$ cat config.mk
export PLATFORM = sky130hd
export DESIGN_NAME = usbfs_endp_tx
export DESIGN_NICKNAME = d
export VERILOG_FILES = /design/src/rtl/usbfs_endp_tx.sv
export SDC_FILE = /design/constraint.sdc
export NUM_CORES = 1
export LEC_CHECK = 0
export ABC_CLOCK_PERIOD_IN_PS = 6100
export BUFFER_PORTS_ARGS = -buffer_cell sky130_fd_sc_hd__buf_4
export CORE_MARGIN = 8
export CORE_UTILIZATION = 40
export CTS_CLUSTER_DIAMETER = 40
export CTS_CLUSTER_SIZE = 20
export DETAILED_ROUTE_END_ITERATION = 10
export PLACE_DENSITY = 0.58
export SETUP_SLACK_MARGIN = 0.05
export SLEW_MARGIN = 30
export SYNTH_ARGS = -nofsm -noshare
export SYNTH_HDL_FRONTEND = slang
export SYNTH_SLANG_ARGS = --single-unit
$ cat constraint.sdc
create_clock -name i_clk -period 6.1 [get_ports i_clk]
set_input_delay 0.305 -clock i_clk [delete_from_list [all_inputs] [get_ports i_clk]]
set_output_delay 0.305 -clock i_clk [all_outputs]
set_load 0.05 [all_outputs]
$ cat src/rtl/usbfs_endp_tx.sv
// USB full-speed IN endpoint adapter: buffers user bytes in a FIFO, packetizes them
// (full packet or idle timeout) and copies each packet into the transmit transactor buffer.
module usbfs_endp_tx #(
    parameter int MAX_PKT      = 8,
    parameter int FLUSH_CYCLES = 16,
    localparam int IDX_W       = $clog2(MAX_PKT),
    localparam int NBYTES_W    = $clog2(MAX_PKT + 1)
) (
    input  logic                i_clk,
    input  logic                i_rst_n,
    input  logic                i_valid,
    output logic                o_ready,
    input  logic [7:0]          i_data,
    output logic                o_etValid,
    input  logic                i_etReady,
    output logic                o_etStall,
    output logic                o_etWrEn,
    output logic [IDX_W-1:0]    o_etWrIdx,
    output logic [7:0]          o_etWrByte,
    output logic [NBYTES_W-1:0] o_etWrNBytes
);

    // A zero flush timeout still needs a one-bit counter that simply never leaves zero.
    localparam int CNT_W = (FLUSH_CYCLES < 1) ? 1 : $clog2(FLUSH_CYCLES + 1);
    localparam logic [CNT_W-1:0]    FLUSH_V = CNT_W'(FLUSH_CYCLES);
    localparam logic [NBYTES_W-1:0] MAX_V   = NBYTES_W'(MAX_PKT);

    typedef enum logic [1:0] {
        ST_IDLE  = 2'd0,
        ST_LOAD  = 2'd1,
        ST_ARMED = 2'd2
    } state_t;

    state_t                r_state;
    state_t                w_state_nxt;
    logic [7:0]            r_mem [MAX_PKT];
    logic [IDX_W-1:0]      r_wr_ptr;
    logic [IDX_W-1:0]      r_rd_ptr;
    logic [NBYTES_W-1:0]   r_count;
    logic [CNT_W-1:0]      r_idle;
    logic [IDX_W-1:0]      r_wr_idx;
    logic [NBYTES_W-1:0]   r_n_load;
    logic [NBYTES_W-1:0]   r_nbytes;

    logic                  w_full;
    logic                  w_empty;
    logic                  w_push;
    logic                  w_pop;
    logic                  w_start;
    logic                  w_last;
    logic                  w_wr_en;
    logic [IDX_W-1:0]      w_wr_idx;
    logic [7:0]            w_wr_byte;
    logic                  w_et_valid;

    assign w_full  = (r_count == MAX_V);
    assign w_empty = (r_count == {NBYTES_W{1'b0}});
    assign w_push  = i_valid && !w_full;
    assign w_pop   = (r_state == ST_LOAD);
    assign w_start = (r_state == ST_IDLE) && !w_empty && (w_full || (r_idle == FLUSH_V));
    assign w_last  = (NBYTES_W'(r_wr_idx) == (r_n_load - NBYTES_W'(1)));

    // FIFO storage; contents are only observed through the head while loading, so no reset.
    always_ff @(posedge i_clk) begin
        if (w_push) begin
            r_mem[r_wr_ptr] <= i_data;
        end else begin
            r_mem[r_wr_ptr] <= r_mem[r_wr_ptr];
        end
    end

    // FIFO pointers and occupancy; pointers wrap naturally because MAX_PKT is a power of two.
    always_ff @(posedge i_clk or negedge i_rst_n) begin
        if (!i_rst_n) begin
            r_wr_ptr <= {IDX_W{1'b0}};
            r_rd_ptr <= {IDX_W{1'b0}};
            r_count  <= {NBYTES_W{1'b0}};
        end else begin
            if (w_push) begin
                r_wr_ptr <= r_wr_ptr + IDX_W'(1);
            end else begin
                r_wr_ptr <= r_wr_ptr;
            end
            if (w_pop) begin
                r_rd_ptr <= r_rd_ptr + IDX_W'(1);
            end else begin
                r_rd_ptr <= r_rd_ptr;
            end
            if (w_push && !w_pop) begin
                r_count <= r_count + NBYTES_W'(1);
            end else if (!w_push && w_pop) begin
                r_count <= r_count - NBYTES_W'(1);
            end else begin
                r_count <= r_count;
            end
        end
    end

    // Idle timer: counts no-push cycles while data is waiting, saturating at the flush limit.
    always_ff @(posedge i_clk or negedge i_rst_n) begin
        if (!i_rst_n) begin
            r_idle <= {CNT_W{1'b0}};
        end else if (w_push || w_empty) begin
            r_idle <= {CNT_W{1'b0}};
        end else if (r_idle != FLUSH_V) begin
            r_idle <= r_idle + CNT_W'(1);
        end else begin
            r_idle <= r_idle;
        end
    end

    // Packet bookkeeping: length snapshot at packet start, write index, published length.
    always_ff @(posedge i_clk or negedge i_rst_n) begin
        if (!i_rst_n) begin
            r_wr_idx <= {IDX_W{1'b0}};
            r_n_load <= {NBYTES_W{1'b0}};
            r_nbytes <= {NBYTES_W{1'b0}};
        end else if (w_start) begin
            r_wr_idx <= {IDX_W{1'b0}};
            r_n_load <= r_count;
            r_nbytes <= r_nbytes;
        end else if (r_state == ST_LOAD) begin
            r_wr_idx <= r_wr_idx + IDX_W'(1);
            r_n_load <= r_n_load;
            r_nbytes <= w_last ? r_n_load : r_nbytes;
        end else begin
            r_wr_idx <= r_wr_idx;
            r_n_load <= r_n_load;
            r_nbytes <= r_nbytes;
        end
    end

    // State register.
    always_ff @(posedge i_clk or negedge i_rst_n) begin
        if (!i_rst_n) begin
            r_state <= ST_IDLE;
        end else begin
            r_state <= w_state_nxt;
        end
    end

    // Next-state and buffer-write decode; outputs depend only on registered state.
    always_comb begin
        w_state_nxt = r_state;
        w_wr_en     = 1'b0;
        w_wr_idx    = {IDX_W{1'b0}};
        w_wr_byte   = 8'h00;
        w_et_valid  = 1'b0;
        case (r_state)
            ST_IDLE: begin
                if (w_start) begin
                    w_state_nxt = ST_LOAD;
                end else begin
                    w_state_nxt = ST_IDLE;
                end
            end
            ST_LOAD: begin
                w_wr_en   = 1'b1;
                w_wr_idx  = r_wr_idx;
                w_wr_byte = r_mem[r_rd_ptr];
                if (w_last) begin
                    w_state_nxt = ST_ARMED;
                end else begin
                    w_state_nxt = ST_LOAD;
                end
            end
            ST_ARMED: begin
                w_et_valid = 1'b1;
                if (i_etReady) begin
                    w_state_nxt = ST_IDLE;
                end else begin
                    w_state_nxt = ST_ARMED;
                end
            end
            default: begin
                w_state_nxt = ST_IDLE;
            end
        endcase
    end

    assign o_ready      = !w_full;
    assign o_etValid    = w_et_valid;
    assign o_etStall    = 1'b0;
    assign o_etWrEn     = w_wr_en;
    assign o_etWrIdx    = w_wr_idx;
    assign o_etWrByte   = w_wr_byte;
    assign o_etWrNBytes = r_nbytes;

endmodule

==> flow_summary.toml <==
[status]
status = "finished, final reports clean"

[worst_setup_path]
cp_cell_sequence = "nor2b_1 > inv_1 > ha_1 > inv_1 > ha_1 > a21o_2 > a2111oi_0 > o31ai_1"
cp_top_family = "compound AO/OA/AOI/OAI gates"
cp_slowest_stage_delay_ps = 520
r2r-start = "r_state[1]"
cp_num_buf_inv = 2
crit_start = "r_state[1]"
cp_slowest_cell = "nor2b_1"
critPathMaxFanout = 13
crit_type = "register to register"
critPathRequiredTime_ps = 6320
critPathArrivalTime_ps = 3310
crit_path_start_kind = "register"
cp-end-kind = "register"

[timing]
fin_ws_ps = 3010
slew_headroom_pct = 36.5
rsz0062_at_grt = "false"
slew_viol_final = 0
tns_ps = 0
clock_skew_ps = 9.62
layout_min_cycle_time_ps = 3090
finalSetupViolCount = 0
hold_viol = 0
fin_crit_sh_pct = 50.7
worst_pin_slew_ps = 949
fmax_mhz = 323

[drt]
viasPerCell = 4.95
drc = 0
postRouteAntennaNets = 0
drtIter0Drc = 172
routed_wl_um = 7230
wl_per_cell_um = 17.1
first_pass_iters = 4
vias = 2094

[grt]
grt-ovfl-total = 0
grt_pass1_wl_um = 11800
grt_pass1_vias = 2174
grt_max_degree = 29
antenna_found_initial = 0
groute.usage.overall_pct = 11.9

[job]
cap_violations = 0

[yosys]
syn_area_sq_um = 3950
synthDistinctLibCells = 40
synth_edf_count = 64
ys.flop_type = "edfxtp_1"
synth.top_cell.area_share_pct = 48.7
yosysSeqAreaShare_pct = 66.4
syn_nets = 270
synth-seq-cells = 92
yosysTopAreaCell = "edfxtp_1"
synth_warnings = 0
syn_avg_cell_area_sq_um = 15.9
ys_async_sr_fraction_pct = 30.4
netlist_instances = 248
synthTopCellsByArea = "edfxtp_1 (49%), dfrtp_1 (18%), mux4_2 (9.1%), ha_1 (2.9%), xnor2_1 (2.7%)"

[clock_network]
clk_path_buf_depth = 2
post-cts-setup-buffer-count = 0
cts-root-buf = "clkbuf_8"
htree_levels = 3
clk_pin_slew_ps = 90
worst_skew_pair.late_latency_ps = 350
cts_resized = 0
clkSinkCount = 92
numCtsBuffers = 9
cts_tree = "done"
postCtsHoldBufs = 1

[floorplanning]
core-area_sq_um = 9680
start_util_pct = 40.8
pin_count = 31
die_w_um = 115
rows = 36
die_h_um = 115
dieArea_sq_um = 13300

[cells_and_area]
n_fill_cell = 867
n_antenna_cell = 0
stdcell_count = 423
num-nets-final = 307
drive_gt1_share_pct = 27.9
final_common_cell = "edfxtp_1"
final_area_sq_um = 4520
area_growth_pct = 14.6
final_cell_mix = "edfxtp_1 (64), buf_4 (34), dfrtp_1 (28)"

[place]
hpwl_um = 4770
place_congestion = 0.747
post-place-ws_ps = 2970
dpl-instance-area_sq_um = 4340
placed_cells = 406
port_buffers = 29

[power_and_ir_drop]
power_density_nw_per_um2 = 531
p_leak_nw = 1.69
ir_drop_mv = 0.249
power_mw = 2.40

[worst_hold_path]
min_from = "i_data[7]"
min_path_type = "primary input to register"
==> power by group <==
| part | internal [mW] | leakage [nW] | switching, mW |
|---|---|---|---|
| clock | 0.151 | 0.0849 | 0.211 |
| sequential | 0.820 | 0.931 | 0.154 |
| combinational | 0.440 | 0.673 | 0.623 |
| total | 1.41 | 1.69 | 0.988 |
==> Yosys cell counts, types with 3 or more instances <==
cell type,number
dfrtp_1,28
mux2_2,7
nand2_1,20
nor3_1,9
o21ai_0,5
and2_1,3
inv_1,9
mux4_2,16
ha_1,9
a21oi_1,3
xnor2_1,12
mux2i_1,10
clkbuf_1,3
edfxtp_1,64
nor2_1,18
xor2_1,3
==> cell families after synthesis <==
family,after synthesis,synth area share [%]
DFF,92,66.4
and+or+nand+nor,63,8.15
muxes,33,13.7
buffers and inverters,18,1.97
AOI/OAI and AO/OA,16,3.01
xor gates and xnor gates,15,3.33
adders and majority gates,10,3.36
other,1,0.0950
==> final timing paths <==
| check | slack [ps] | endpoint | cells past startpoint |
|---|---|---|---|
| min in group asynchronous | 400 | r_idle[3] | 2 |
| worst min register to register | 510 | o_etWrNBytes[3] | 1 |
| worst max register to register | 3010 | r_count[3] | 8 |
| worst min-delay path | 190 | r_mem[6][7] | 1 |
| max in group asynchronous | 5410 | r_rd_ptr[1] | 2 |
| worst max-delay path | 3010 | r_count[3] | 8 |
==> metal layers <==
metal  vias up  share of wire (%)  GRT usage [%]
li1        992                  -              -
met1      1058                 47           15.7
met2        37                 49           18.6
met3         7                3.4           2.31
met4         0                1.0           5.25
met5         -                  0              0
==> state kept, by name, indices dropped and copies added, names as in the netlist <==
signal / cells
r_n_load: 4
r_rd_ptr: 3
r_count: 4
r_idle: 5
r_wr_ptr: 3
r_mem: 64
r_state: 2
r_wr_idx: 3
o_etWrNBytes: 4
==> layout make-up <==
type | instances | area [sq um] | area share, %
clock inverter | 6 | 46.3 | 1.02
timing repair buffer | 35 | 265 | 5.86
tap | 133 | 166 | 3.68
sequential | 92 | 2620 | 58.0
inverter | 9 | 33.8 | 0.747
clock buffer | 10 | 128 | 2.82
multi-input combinational | 138 | 1260 | 27.9
==> through the flow <==
step                      util (%)  hold WS [ps]
after global placement        44.8           244
final                         46.7           187
after CTS                     46.7           167
after detailed placement      44.8           253
after global routing          46.7           166
after floorplan                  -          9.41
No activity file was read; power rests on OpenSTA's default activity.
